===== src/rtl/wshb_arbiter_2m.sv =====
// wshb_arbiter_2m
// Two-master, one-slave Wishbone arbiter for the SDRAM bus (sys_clk domain).
// Master 0 is the frame-buffer writer, master 1 the vga reader. Grants are
// round-robin and are held for a whole Wishbone cycle (while cyc is high), so
// bursts are never split. A master that keeps cyc high forever starves the
// other one; the masters bound their own bursts.
//
// Ports:
//   sys_clk, sys_rst_n          clock, asynchronous active-low reset
//   m{0,1}_cyc/stb/we/adr/
//     dat_ms/sel/cti/bte        master requests
//   m{0,1}_ack/err/rty/dat_sm   responses back to each master
//   s_cyc/stb/we/adr/dat_ms/
//     sel/cti/bte               request to the SDRAM slave
//   s_ack/err/rty/dat_sm        slave responses
//   gnt                         one-hot grant (bit0 = m0, bit1 = m1, 00 = idle)
//   ack_cnt0, ack_cnt1          16-bit wrapping ack counters, present only
//                               when WSHB_ARB_STATS_EN is defined
//
// Optional feature macro: WSHB_ARB_STATS_EN (default build: undefined).

module wshb_arbiter_2m #(
  parameter int ADR_W = 32,
  parameter int DAT_W = 32
) (
  input  logic               sys_clk,
  input  logic               sys_rst_n,
  // master 0
  input  logic               m0_cyc,
  input  logic               m0_stb,
  input  logic               m0_we,
  input  logic [ADR_W-1:0]   m0_adr,
  input  logic [DAT_W-1:0]   m0_dat_ms,
  input  logic [DAT_W/8-1:0] m0_sel,
  input  logic [2:0]         m0_cti,
  input  logic [1:0]         m0_bte,
  output logic               m0_ack,
  output logic               m0_err,
  output logic               m0_rty,
  output logic [DAT_W-1:0]   m0_dat_sm,
  // master 1
  input  logic               m1_cyc,
  input  logic               m1_stb,
  input  logic               m1_we,
  input  logic [ADR_W-1:0]   m1_adr,
  input  logic [DAT_W-1:0]   m1_dat_ms,
  input  logic [DAT_W/8-1:0] m1_sel,
  input  logic [2:0]         m1_cti,
  input  logic [1:0]         m1_bte,
  output logic               m1_ack,
  output logic               m1_err,
  output logic               m1_rty,
  output logic [DAT_W-1:0]   m1_dat_sm,
  // slave
  output logic               s_cyc,
  output logic               s_stb,
  output logic               s_we,
  output logic [ADR_W-1:0]   s_adr,
  output logic [DAT_W-1:0]   s_dat_ms,
  output logic [DAT_W/8-1:0] s_sel,
  output logic [2:0]         s_cti,
  output logic [1:0]         s_bte,
  input  logic               s_ack,
  input  logic               s_err,
  input  logic               s_rty,
  input  logic [DAT_W-1:0]   s_dat_sm,
`ifdef WSHB_ARB_STATS_EN
  output logic [15:0]        ack_cnt0,
  output logic [15:0]        ack_cnt1,
`endif
  output logic [1:0]         gnt
);

  typedef enum logic [1:0] {IDLE, GNT0, GNT1} state_e;

  state_e state_q, state_d;
  logic   last_q,  last_d;   // index of the master served most recently

  always_comb begin
    state_d = state_q;
    last_d  = last_q;
    unique case (state_q)
      IDLE: begin
        if (m0_cyc && m1_cyc) state_d = last_q ? GNT0 : GNT1;
        else if (m0_cyc)      state_d = GNT0;
        else if (m1_cyc)      state_d = GNT1;
      end
      GNT0: begin
        // Release hands straight over to a waiting master: no idle bubble.
        if (!m0_cyc) begin
          last_d  = 1'b0;
          state_d = m1_cyc ? GNT1 : IDLE;
        end
      end
      GNT1: begin
        if (!m1_cyc) begin
          last_d  = 1'b1;
          state_d = m0_cyc ? GNT0 : IDLE;
        end
      end
      default: state_d = IDLE;
    endcase
  end

  // last resets to 1 so that m0 wins the first tie.
  always_ff @(posedge sys_clk or negedge sys_rst_n) begin
    if (!sys_rst_n) begin
      state_q <= IDLE;
      last_q  <= 1'b1;
    end else begin
      state_q <= state_d;
      last_q  <= last_d;
    end
  end

  logic sel0, sel1;
  assign sel0 = (state_q == GNT0);
  assign sel1 = (state_q == GNT1);
  assign gnt  = {sel1, sel0};

  // Request mux: everything is forced low in IDLE, so an asynchronous reset
  // drops s_cyc/s_stb in the same cycle.
  always_comb begin
    s_cyc    = 1'b0;
    s_stb    = 1'b0;
    s_we     = 1'b0;
    s_adr    = '0;
    s_dat_ms = '0;
    s_sel    = '0;
    s_cti    = '0;
    s_bte    = '0;
    if (sel0) begin
      s_cyc    = m0_cyc;
      s_stb    = m0_stb;
      s_we     = m0_we;
      s_adr    = m0_adr;
      s_dat_ms = m0_dat_ms;
      s_sel    = m0_sel;
      s_cti    = m0_cti;
      s_bte    = m0_bte;
    end else if (sel1) begin
      s_cyc    = m1_cyc;
      s_stb    = m1_stb;
      s_we     = m1_we;
      s_adr    = m1_adr;
      s_dat_ms = m1_dat_ms;
      s_sel    = m1_sel;
      s_cti    = m1_cti;
      s_bte    = m1_bte;
    end
  end

  // Responses go only to the granted master; spurious slave acks in IDLE
  // reach nobody.
  assign m0_ack    = sel0 & s_ack;
  assign m0_err    = sel0 & s_err;
  assign m0_rty    = sel0 & s_rty;
  assign m0_dat_sm = sel0 ? s_dat_sm : '0;
  assign m1_ack    = sel1 & s_ack;
  assign m1_err    = sel1 & s_err;
  assign m1_rty    = sel1 & s_rty;
  assign m1_dat_sm = sel1 ? s_dat_sm : '0;

`ifdef WSHB_ARB_STATS_EN
  logic [15:0] ack_cnt0_q, ack_cnt0_d;
  logic [15:0] ack_cnt1_q, ack_cnt1_d;

  // 16-bit counters wrap naturally from 0xFFFF to 0.
  always_comb begin
    ack_cnt0_d = ack_cnt0_q + {15'd0, m0_ack};
    ack_cnt1_d = ack_cnt1_q + {15'd0, m1_ack};
  end

  always_ff @(posedge sys_clk or negedge sys_rst_n) begin
    if (!sys_rst_n) begin
      ack_cnt0_q <= '0;
      ack_cnt1_q <= '0;
    end else begin
      ack_cnt0_q <= ack_cnt0_d;
      ack_cnt1_q <= ack_cnt1_d;
    end
  end

  assign ack_cnt0 = ack_cnt0_q;
  assign ack_cnt1 = ack_cnt1_q;
`endif

endmodule


===== config.mk =====
export PLATFORM = sky130hd
export DESIGN_NAME = wshb_arbiter_2m
export DESIGN_NICKNAME = d
export VERILOG_FILES = /design/src/rtl/wshb_arbiter_2m.sv
export SDC_FILE = /design/constraint.sdc
export NUM_CORES = 1
export LEC_CHECK = 0
export BUFFER_PORTS_ARGS = -buffer_cell sky130_fd_sc_hd__buf_2
export CORE_AREA = 3 3 130 132
export CTS_BUF_LIST = sky130_fd_sc_hd__clkbuf_4
export DETAILED_ROUTE_END_ITERATION = 12
export DIE_AREA = 0 0 133 135
export GPL_TIMING_DRIVEN = 1
export PLACE_DENSITY = 0.47
export SLEW_MARGIN = 20
export SYNTH_ARGS = -nofsm -noshare
export SYNTH_HDL_FRONTEND = slang
export SYNTH_SLANG_ARGS = --single-unit

===== constraint.sdc =====
create_clock -name sys_clk -period 1.7 [get_ports sys_clk]
set_clock_uncertainty 0.1 [all_clocks]
set_input_delay 0 -clock sys_clk [delete_from_list [all_inputs] [get_ports sys_clk]]
set_output_delay 0 -clock sys_clk [all_outputs]
set_load 0.03 [all_outputs]

==> summary.txt <==
Detailed routing
  • Length of the first detailed-routing pass in iterations: 4
  • Residual DRC count: 0
  • Number of DRC markers in iteration 0: 143
  • Drt via density: 3.955
  • Antenna viol nets, final: 0
  • Routed wire per std cell: 15.01 um
  • Vias post-DR: 2,907
  • Sum of routed wire length over all layers: 11,040 um

Die
  • Area of the core region: 15,830 um^2
  • Rows: 46
  • Vertical die dimension: 135 um
  • Total die area: 17,960 um^2
  • Initial cell density of the core: 9.178%
  • Number of placed I/O pins: 337
  • Die boundary width: 133 um

Clock network
  • Clock sink total: 3
  • Cell at the root of the clock tree: sky130_fd_sc_hd__clkbuf_4
  • TritonCTS Buffers: 3
  • Level count of the clock H-tree: 1
  • Reg clk slew, reported paths: 0.04 ns
  • Clock Tree Buf Depth: 2
  • Clk Latency, worst-skew pair: 0.23 ns
  • Clock tree from TritonCTS: yes

Power
  • Static leakage: 2.253 nW
  • Worst-case vdd ir drop: 430.1 uV
  • Register share of total power: 3.2%
  • Total power after layout: 4.201 mW
  • Part of the power in combinational logic: 93.5%
  • Clock power frac: 3.4%
  • Design internal power: 1.885 mW
  • Net switching power figure: 2.317 mW
  • Power density relative to cell area: 1032 nW/um^2
  • Switching power share of the total: 55.14%

Logic synthesis
  • Syn Nets: 377
  • Synth Register Bits: 3
  • Cell taking the most area after synthesis: sky130_fd_sc_hd__a22o_1
  • Number of library cell types mapped by synthesis: 16
  • Share of the synthesized area in the top cell type: 45.82%
  • Synthesis warning total: 0
  • Syn avg cell area: 7.727 um^2
  • Synthesized instance count: 188
  • Summed instance area of the synthesized netlist: 1453 um^2
  • Fraction of the yosys area taken by sequential cells: 5.254%
  • Cells taking the most area after synthesis: sky130_fd_sc_hd__a22o_1 46%, sky130_fd_sc_hd__and2_1 31%, sky130_fd_sc_hd__buf_6 6.2%, sky130_fd_sc_hd__buf_4 4.7%, sky130_fd_sc_hd__dfrtp_1 3.4%

STA
  • Final setup margin: 0.01266 ns
  • Total of endpoints with negative setup slack in the final report: 0
  • RSZ-0062 raised after global routing: yes
  • Final period util: 99.26%
  • Final Slew Violations: 0
  • Min Hold Slack: 0.1493 ns
  • Final Hold Viols: 0
  • Maximum operating frequency: 0.5926 GHz
  • Slew at the pin with the worst max-slew slack: 0.2740 ns
  • Clock period minus final worst setup slack: 1.687 ns
  • Total negative setup slack: 0 ns
  • Max transition margin: 81.73%

Worst setup path
  • Critical setup path kind: flip-flop to primary output
  • Maximum net fanout on the critical path: 13
  • Launching point of the worst reg2reg path: last_q$_DFFE_PN1P_
  • Destination of the worst register-to-register timing path: state_q[1]$_DFFE_PN0P_
  • Data required time of the worst path: 1.60 ns
  • R2R setup slack: 0.60 ns
  • Nature of the critical path startpoint: flip-flop
  • Arrival time worst endpoint: 1.59 ns
  • Reg2reg path depth: 3
  • Sort of element at the end of the critical path: primary output

Finish
  • Fraction of final layout cells sized beyond drive strength 1: 69.63%
  • Number of nets in the final layout: 707
  • Area growth from synthesis to final layout: 180.2%

Run status
  • Result of the run: finished clean

Placement
  • Detailed placer's ending HPWL: 7817 um
  • Weighted congestion at the end of routability-driven global placement: 0.7830
  • Number of buffer cells added on primary ports: 336
  • Worst slack at placement: 0.2557 ns

Global route
  • Global-route wire length before repair: 13,330 um
  • Vias in the first global route: 2,619
  • Maximum number of pins on one net before global-route repair: 63
  • Tot GR Track Use: 8.863%
  • Sum of overflow across all layers after global routing: 0
  • Initial antenna violation count: 2

Min path
  • Min-Delay Path Class: input port to async pin

Flow run
  • Max-capacitance violation count: 0
## sequential cells by signal (all words and copies together) (netlist names)
name and cells:
state_q 2, last_q 1
## Yosys cell counts (all sizes together)
master and n:
and2 72, nor2b 1, o21ai 2, o22ai 2, a22o 76, inv 1, nand2 1, and2b 1
dfstp 1, clkbuf 2, nor2 3, buf 24, dfrtp 2
## worst max path at each step
stage	startpoint	to	slack (ns)
final	state_q[0]$_DFFE_PN0P_	s_dat_ms[1]	0.01
after global routing	state_q[0]$_DFFE_PN0P_	s_dat_ms[1]	-0.06
after CTS	state_q[0]$_DFFE_PN0P_	s_dat_ms[25]	0.0003
after detailed placement	state_q[0]$_DFFE_PN0P_	s_adr[21]	0.26
after global placement	state_q[0]$_DFFE_PN0P_	s_sel[3]	0.25
after floorplan	state_q[0]$_DFFE_PN0P_	m1_dat_sm[12]	0.33
## routing by layer
metal  GRT usage, %  wire (um)  part of all wire, %
met3          1.304       1000                  9.1
met4          2.483         63                 0.57
met2          16.70       5825                   53
met1          10.38       4148                   38
met5              0          0                    0
## area by class of cell
cell class / instances / area [um^2]
multi-input combinational: 158 / 1185
antenna: 2 / 5.005
tap: 216 / 270.3
timing repair buffer: 351 / 2497
inverter: 1 / 3.754
sequential: 3 / 78.83
clock buffer: 4 / 30.03
fill: 1689 / 11760
## stage by stage
step | instance area (um^2) | util (%) | std cells
finish | 4070 | 25.72 | 735
global route | 4070 | 25.72 | 735
CTS | 3369 | 21.29 | 726
detailed placement | 3289 | 20.78 | 718
global placement | 3289 | 20.78 | 718
floorplan | 1453 | - | 188
## worst max-delay path, stage by stage, from the launching register on
cell,delay (ns)
sky130_fd_sc_hd__dfrtp_2,0.43
sky130_fd_sc_hd__and2b_4,0.27
sky130_fd_sc_hd__buf_12,0.14
sky130_fd_sc_hd__buf_8,0.16
sky130_fd_sc_hd__a22o_1,0.15
sky130_fd_sc_hd__clkbuf_4,0.19
## kinds of logic after synthesis
group	Yosys count	share of synthesized area, %
AOI/OAI and AO/OA	80	47.37
buffers and inverters	27	14.04
DFF	3	5.255
and+or+nand+nor	78	33.33
## cells in the final DEF (no fill, tap or decap), drive strengths merged
master | netlist | final
dlygate4sd3 | 0 | 4
nor2 | 3 | 3
dfrtp | 2 | 2
nor2b | 1 | 1
o22ai | 2 | 2
inv | 1 | 1
a22o | 76 | 76
dfstp | 1 | 1
and2b | 1 | 1
clkbuf | 2 | 19
nand2 | 1 | 1
and2 | 72 | 72
o21ai | 2 | 2
diode | 0 | 2
buf | 24 | 332
## power by group through the flow
stage / Combinational [mW] / Clock, mW / Sequential (mW)
2_1_floorplan: 2.27 / 0 / 0.124
3_5_place_dp: 3.14 / 0 / 0.132
5_1_grt: 4.12 / 0.157 / 0.137
6_report: 3.93 / 0.141 / 0.133
4_1_cts: 3.17 / 0.151 / 0.131
3_3_place_gp: 3.16 / 0 / 0.131
## repair_timing
| item | CTS | global route |
|---|---|---|
| resized for setup | 4 | 281 |
| hold endpoints to repair | 6 | 0 |
| endpoints found under the setup margin | 4 | 132 |
| setup buffers | 0 | 2 |
| hold buffers | 4 | 0 |
| pin swaps | 0 | 14 |
| gates cloned | 0 | 5 |
Note: power is estimated with default switching activity, not from simulation.
